===== src/rtl/lsu.sv =====
// Load/store unit: latches one core data access, runs it on a handshaked word bus,
// stalls the core meanwhile and returns aligned, extended load data.
module lsu #(
  parameter int TIMEOUT = 255
) (
  input  logic        clk,
  input  logic        reset,
  input  logic        core_req,
  input  logic        wem,
  input  logic [2:0]  rwmm,
  input  logic [31:0] rwam,
  input  logic [31:0] wdm,
  output logic [31:0] rdm,
  output logic        stall,
  output logic        fault,
  output logic        mem_req,
  output logic        mem_we,
  output logic [31:0] mem_addr,
  output logic [31:0] mem_wdata,
  output logic [3:0]  mem_wstrb,
  input  logic        mem_ready,
  input  logic [31:0] mem_rdata
);

  typedef enum logic [1:0] {IDLE, BUSY, DONE} state_t;

  state_t      state_reg, state_next;
  logic [2:0]  mode_reg;
  logic [1:0]  offset_reg;
  logic [15:0] timeout_cnt_reg;
  logic        timeout_pending_reg;

  logic        access_legal;
  logic        accept;
  logic        timed_out;
  logic [31:0] wdata_next;
  logic [3:0]  wstrb_next;
  logic [7:0]  byte_sel;
  logic [15:0] half_sel;
  logic [31:0] load_data;

  always_comb begin
    access_legal = 1'b1;
    case (rwmm)
      3'b011, 3'b110, 3'b111: access_legal = 1'b0;
      3'b001:                 access_legal = (rwam[0] == 1'b0);
      3'b101:                 access_legal = (rwam[0] == 1'b0) && !wem;
      3'b010:                 access_legal = (rwam[1:0] == 2'b00);
      3'b100:                 access_legal = !wem;
      default:                access_legal = 1'b1;
    endcase
  end

  assign accept    = (state_reg == IDLE) && core_req && access_legal;
  assign timed_out = (state_reg == BUSY) && !mem_ready &&
                     (timeout_cnt_reg == 16'(TIMEOUT - 1));

  // Each byte lane picks its source according to access size.
  genvar gi;
  generate
    for (gi = 0; gi < 4; gi++) begin : g_lane
      assign wdata_next[gi*8 +: 8] = (rwmm[1:0] == 2'b00) ? wdm[7:0] :
                                     (rwmm[1:0] == 2'b01) ? wdm[(gi % 2)*8 +: 8] :
                                                            wdm[gi*8 +: 8];
    end
  endgenerate

  always_comb begin
    wstrb_next = 4'b0000;
    if (wem) begin
      case (rwmm[1:0])
        2'b00:   wstrb_next = 4'b0001 << rwam[1:0];
        2'b01:   wstrb_next = 4'b0011 << {rwam[1], 1'b0};
        default: wstrb_next = 4'b1111;
      endcase
    end
  end

  assign byte_sel = mem_rdata[{offset_reg, 3'b000} +: 8];
  assign half_sel = offset_reg[1] ? mem_rdata[31:16] : mem_rdata[15:0];

  always_comb begin
    case (mode_reg)
      3'b000:  load_data = {{24{byte_sel[7]}}, byte_sel};
      3'b100:  load_data = {24'h0, byte_sel};
      3'b001:  load_data = {{16{half_sel[15]}}, half_sel};
      3'b101:  load_data = {16'h0, half_sel};
      default: load_data = mem_rdata;
    endcase
  end

  always_ff @(posedge clk) begin
    if (!reset) state_reg <= IDLE;
    else        state_reg <= state_next;
  end

  always_comb begin
    state_next = state_reg;
    case (state_reg)
      IDLE:    if (accept) state_next = BUSY;
      BUSY:    if (mem_ready || timed_out) state_next = DONE;
      DONE:    state_next = IDLE;
      default: state_next = IDLE;
    endcase
  end

  always_comb begin
    stall = 1'b0;
    fault = 1'b0;
    if (reset) begin
      case (state_reg)
        IDLE: begin
          stall = accept;
          fault = core_req && !access_legal;
        end
        BUSY:    stall = 1'b1;
        DONE:    fault = timeout_pending_reg;
        default: ;
      endcase
    end
  end

  // Bus-side registers stay frozen for the whole BUSY phase.
  always_ff @(posedge clk) begin
    if (!reset) begin
      mem_req             <= 1'b0;
      mem_we              <= 1'b0;
      mem_addr            <= 32'h0;
      mem_wdata           <= 32'h0;
      mem_wstrb           <= 4'b0000;
      rdm                 <= 32'h0;
      mode_reg            <= 3'b000;
      offset_reg          <= 2'b00;
      timeout_cnt_reg     <= 16'h0;
      timeout_pending_reg <= 1'b0;
    end else begin
      case (state_reg)
        IDLE: begin
          if (accept) begin
            mem_req    <= 1'b1;
            mem_we     <= wem;
            mem_addr   <= {rwam[31:2], 2'b00};
            mem_wdata  <= wdata_next;
            mem_wstrb  <= wstrb_next;
            mode_reg   <= rwmm;
            offset_reg <= rwam[1:0];
          end else if (core_req) begin
            rdm <= 32'h0;
          end
        end
        BUSY: begin
          if (mem_ready) begin
            mem_req   <= 1'b0;
            mem_we    <= 1'b0;
            mem_wstrb <= 4'b0000;
            rdm       <= mem_we ? 32'h0 : load_data;
          end else if (timed_out) begin
            mem_req             <= 1'b0;
            mem_we              <= 1'b0;
            mem_wstrb           <= 4'b0000;
            rdm                 <= 32'h0;
            timeout_pending_reg <= 1'b1;
            timeout_cnt_reg     <= timeout_cnt_reg + 16'h1;
          end else begin
            timeout_cnt_reg <= timeout_cnt_reg + 16'h1;
          end
        end
        DONE: begin
          timeout_cnt_reg     <= 16'h0;
          timeout_pending_reg <= 1'b0;
        end
        default: ;
      endcase
    end
  end

endmodule


===== config.mk =====
export PLATFORM = sky130hd
export DESIGN_NAME = lsu
export DESIGN_NICKNAME = d
export VERILOG_FILES = /design/src/rtl/lsu.sv
export SDC_FILE = /design/constraint.sdc
export NUM_CORES = 1
export LEC_CHECK = 0
export ABC_AREA = 1
export CELL_PAD_IN_SITES_DETAIL_PLACEMENT = 0
export CELL_PAD_IN_SITES_GLOBAL_PLACEMENT = 1
export CORE_ASPECT_RATIO = 0.5
export CORE_UTILIZATION = 35
export CTS_BUF_LIST = sky130_fd_sc_hd__clkbuf_8
export DETAILED_ROUTE_END_ITERATION = 10
export PLACE_DENSITY = 0.95
export SLEW_MARGIN = 25
export SYNTH_ARGS = -nofsm -noshare
export SYNTH_HDL_FRONTEND = slang
export SYNTH_SLANG_ARGS = --single-unit

===== constraint.sdc =====
create_clock -name clk -period 2.6 [get_ports clk]
set_input_delay 0.52 -clock clk [delete_from_list [all_inputs] [get_ports clk]]
set_output_delay 0.52 -clock clk [all_outputs]
set_load 0.005 [all_outputs]

==> metrics.md <==
| Metric | Value |
|---|---|
| Min Hold Slack | `0.463 ns` |
| Final net count | `1125` |
| Mapped Area | `0.00583 mm^2` |
| Share of async-settable or async-resettable flops after synthesis | `0` |
| Switch Pwr | `1.22 mW` |
| Most instantiated cells after synthesis | `155 x sky130_fd_sc_hd__nand2_1, 136 x sky130_fd_sc_hd__nor2_1, 124 x sky130_fd_sc_hd__dfxtp_1` |
| Number of H-tree levels | `4` |
| Drt pass-1 iters | `5` |
| Die Span X | `184 um` |
| Cell with the most instances after synthesis | `sky130_fd_sc_hd__nand2_1` |
| Maximum fanout encountered on the critical timing path | `3` |
| Synth unique cells | `36` |
| Number of max-slew violations in the final report | `0` |
| Share of the synthesized area in compound gates (AO/OA/AOI/OAI) | `0.182` |
| Reg clk slew, reported paths | `0.07 ns` |
| Worst relative slew slack | `0.578` |
| Final HPWL DP | `12600 um` |
| Fraction of final layout cells sized beyond drive strength 1 | `0.0923` |
| Prevailing post-synth register cell | `sky130_fd_sc_hd__dfxtp_1` |
| Leakage | `3.20 nW` |
| Slowest library cell on the worst path | `sky130_fd_sc_hd__clkdlybuf4s50_1` |
| CP Data Required Time | `2.08 ns` |
| Setup crit end kind | `primary output` |
| Number of buffer cells added on primary ports | `205` |
| Power per cell area | `550 mW/mm^2` |
| Via count | `6115` |
| Overall power consumption | `4.61 mW` |
| Final core area utilization | `0.530` |
| Largest net degree at the start of global routing | `67` |
| Aggregate global-route resource usage | `0.203` |
| Worst min-delay path category | `reg2reg` |
| Standard cell core area | `0.0158 mm^2` |
| Fraction of power consumed by the clock network | `0.380` |
| Post-synthesis average cell area | `7.05 um^2` |
| Most area-consuming cells after synthesis | `sky130_fd_sc_hd__dfxtp_1 43%, sky130_fd_sc_hd__nand2_1 10%, sky130_fd_sc_hd__nor2_1 8.8%` |
| Global-route wire length before repair | `27400 um` |
| Iteration-0 DRC Markers | `322` |
| Clock sinks | `124` |
| Hold_buf cts | `0` |
| Number of hold violations in the final report | `0` |
| Area share of the largest cell type after synthesis | `0.426` |
| Number of antenna violations at the first check in global routing | `0` |
| Final worst-path setup slack | `0.252 ns` |
| Die area | `0.0172 mm^2` |
| Synthesis-stage register bit count | `124` |
| Remaining Overflow, GRT | `0` |
| Min Tclk post-route | `2.35 ns` |
| Net switching fraction of the power | `0.264` |
| Count of buffer and inverter cells on the critical path | `2` |
| Arithmetic-cell share of the synthesized area counting full adders, half adders and majority gates | `0.00430` |
| DRC violations left | `0` |
| WL/cell | `14.2 um` |
| TritonCTS clock tree | `done` |
| Maximum vdd drop | `0.000424 V` |
| Clock tree root buffer cell | `sky130_fd_sc_hd__clkbuf_8` |
| Result of the run | `finished, final reports clean` |
| Worst setup SP type | `input port` |
| Number of inserted diodes | `0` |
| Arrival @ worst endpoint | `1.83 ns` |
| Final GP Congestion | `0.870` |
| Fraction of power consumed by combinational cells | `0.179` |
| Via-per-instance ratio | `4.89` |
| Total number of placement rows | `32` |
| RSZ-0062 raised after global routing | `false` |
| Effective utilization at floorplan | `0.368` |
| Number of placed I/O pins | `208` |
| Final worst clock skew | `0.0162 ns` |
| Maximum root-to-sink buffer count | `2` |
| Placement-stage worst setup slack | `-0.137 ns` |
| Non-filler instance count after layout | `1250` |
| Area share of xor/xnor cells in the synthesized design | `0` |
| Number of flops mapped to enable cells by yosys | `0` |
| Area fraction in and, or, nand and nor cells after synthesis | `0.297` |
| Insertion delay to the later sink of the worst-skew pair | `0.44 ns` |
| Period utilization | `0.903` |
| Share of the yosys chip area belonging to registers | `0.426` |
| Proportion of power drawn by flip-flops and latches | `0.442` |
| Dominant combinational cell family by area after synthesis | `simple AND/OR/NAND/NOR gates` |
| Count of endpoints failing setup in the final report | `0` |
| Family of cells with the greatest summed delay on the critical path | `buffers and inverters` |
| Largest registers ranked by flip-flop count | `mem_wdata (32), rdm (32), mem_addr (30)` |
| Critical path, cell by cell | `clkdlybuf4s50_1 -> nor2_1 -> nand2_1 -> nand2_2 -> nand2_4 -> a21oi_1 -> dlygate4sd2_1` |
| Chip height | `93.2 um` |
| Total clock buffers created by CTS | `17` |
| Startpoint-to-endpoint class of the critical path | `in2out` |
| Worst Max-Slew Pin Slew | `0.632 ns` |
| Max Freq | `426 MHz` |
| Top cell type by total area after synthesis | `sky130_fd_sc_hd__dfxtp_1` |
| Internal power | `3.39 mW` |
| Reported max-cap violation count | `0` |
| Number of warnings issued by yosys | `0` |
| Area added between synthesis and finish | `43.9%` |
| Routed Antenna Nets | `0` |
| Post-synthesis cell count | `826` |
| Critical path's largest stage delay | `0.45 ns` |
| Final WL | `17700 um` |
| Post-synthesis mux area share | `0` |
| DP Cell Count | `1220` |
| Via count of the first global-routing pass | `5618` |
## what timing repair did
action,4_1_cts,5_1_grt
gates cloned,0,0
buffers inserted,1,0
pin swaps,1,0
gates resized for setup,4,3
setup endpoints to repair,2,1
## power groups by stage
stage          combinational, mW  clock [mW]  sequential (mW)
3_5_place_dp               0.821           0             2.08
3_3_place_gp               0.814           0             2.08
2_1_floorplan              0.415           0             2.08
4_1_cts                    0.825        1.79             2.04
5_1_grt                    0.904        1.87             2.05
6_report                   0.823        1.75             2.04
## per-layer routing
| metal | up-vias | GRT usage | share of wire |
|---|---|---|---|
| met5 | - | 0 | 0 |
| met4 | 0 | 0.0819 | 0.018 |
| met3 | 31 | 0.0623 | 0.069 |
| met2 | 188 | 0.328 | 0.46 |
| met1 | 2803 | 0.253 | 0.45 |
| li1 | 3093 | - | - |
## layout by cell type (no fill, tap or decap), types with 3 or more instances in the layout
master,count
sky130_fd_sc_hd__a21oi_1,79
sky130_fd_sc_hd__a31oi_1,17
sky130_fd_sc_hd__buf_4,16
sky130_fd_sc_hd__bufinv_16,3
sky130_fd_sc_hd__clkbuf_8,20
sky130_fd_sc_hd__clkdlybuf4s50_1,198
sky130_fd_sc_hd__clkinv_2,3
sky130_fd_sc_hd__dfxtp_1,124
sky130_fd_sc_hd__dlygate4sd2_1,4
sky130_fd_sc_hd__inv_1,45
sky130_fd_sc_hd__inv_2,9
sky130_fd_sc_hd__nand2_1,155
sky130_fd_sc_hd__nand2_2,11
sky130_fd_sc_hd__nand2_4,4
sky130_fd_sc_hd__nand3_1,55
sky130_fd_sc_hd__nand3_2,4
sky130_fd_sc_hd__nor2_1,136
sky130_fd_sc_hd__nor2_4,6
sky130_fd_sc_hd__nor3_1,5
sky130_fd_sc_hd__o211ai_1,7
sky130_fd_sc_hd__o21ai_0,89
sky130_fd_sc_hd__o21ai_1,6
sky130_fd_sc_hd__or2_2,9
## worst reg2reg max path: stages (launching register included)
cell                       delay [ns]
sky130_fd_sc_hd__dfxtp_1         0.42
sky130_fd_sc_hd__inv_2           0.09
sky130_fd_sc_hd__nand2_2         0.08
sky130_fd_sc_hd__nor2_4          0.05
sky130_fd_sc_hd__nand2_4         0.06
sky130_fd_sc_hd__buf_4           0.51
sky130_fd_sc_hd__clkinv_2        0.22
sky130_fd_sc_hd__buf_12          0.23
sky130_fd_sc_hd__o21ai_0         0.19
sky130_fd_sc_hd__a31oi_1         0.07
## worst paths after layout
| kind | from | slack, ns | end | depth (start not counted) |
|---|---|---|---|---|
| setup / recovery | rwam[1] | 0.25 | stall | 7 |
| hold / removal | rdm[0] | 0.46 | rdm[0] | 2 |
| setup reg to reg | state_reg[1] | 0.56 | mem_wdata[12] | 9 |
| hold reg to reg | rdm[0] | 0.46 | rdm[0] | 2 |
## metrics by stage
stage,setup TNS (ns),instance area (um^2)
2_1_floorplan,0,5830
3_3_place_gp,-2.22,7970
3_5_place_dp,-5.33,7970
4_1_cts,0,8370
5_1_grt,0,8380
6_report,0,8380
## kinds of logic after synthesis
family,Yosys count
DFF,124
other,1
AOI/OAI and AO/OA,202
adders and majority gates,2
and+or+nand+nor,393
buffers and inverters,104
## cell type report
class                           count  area (um^2)
Clock buffer                       20          275
Clock inverter                      9          123
Fill cell                        1536         7430
Inverter                           55          210
Multi-Input combinational cell    599         2830
Sequential cell                   124         2480
Tap cell                          221          277
Timing Repair Buffer              222         2190
(Power assumes the default switching activity.)
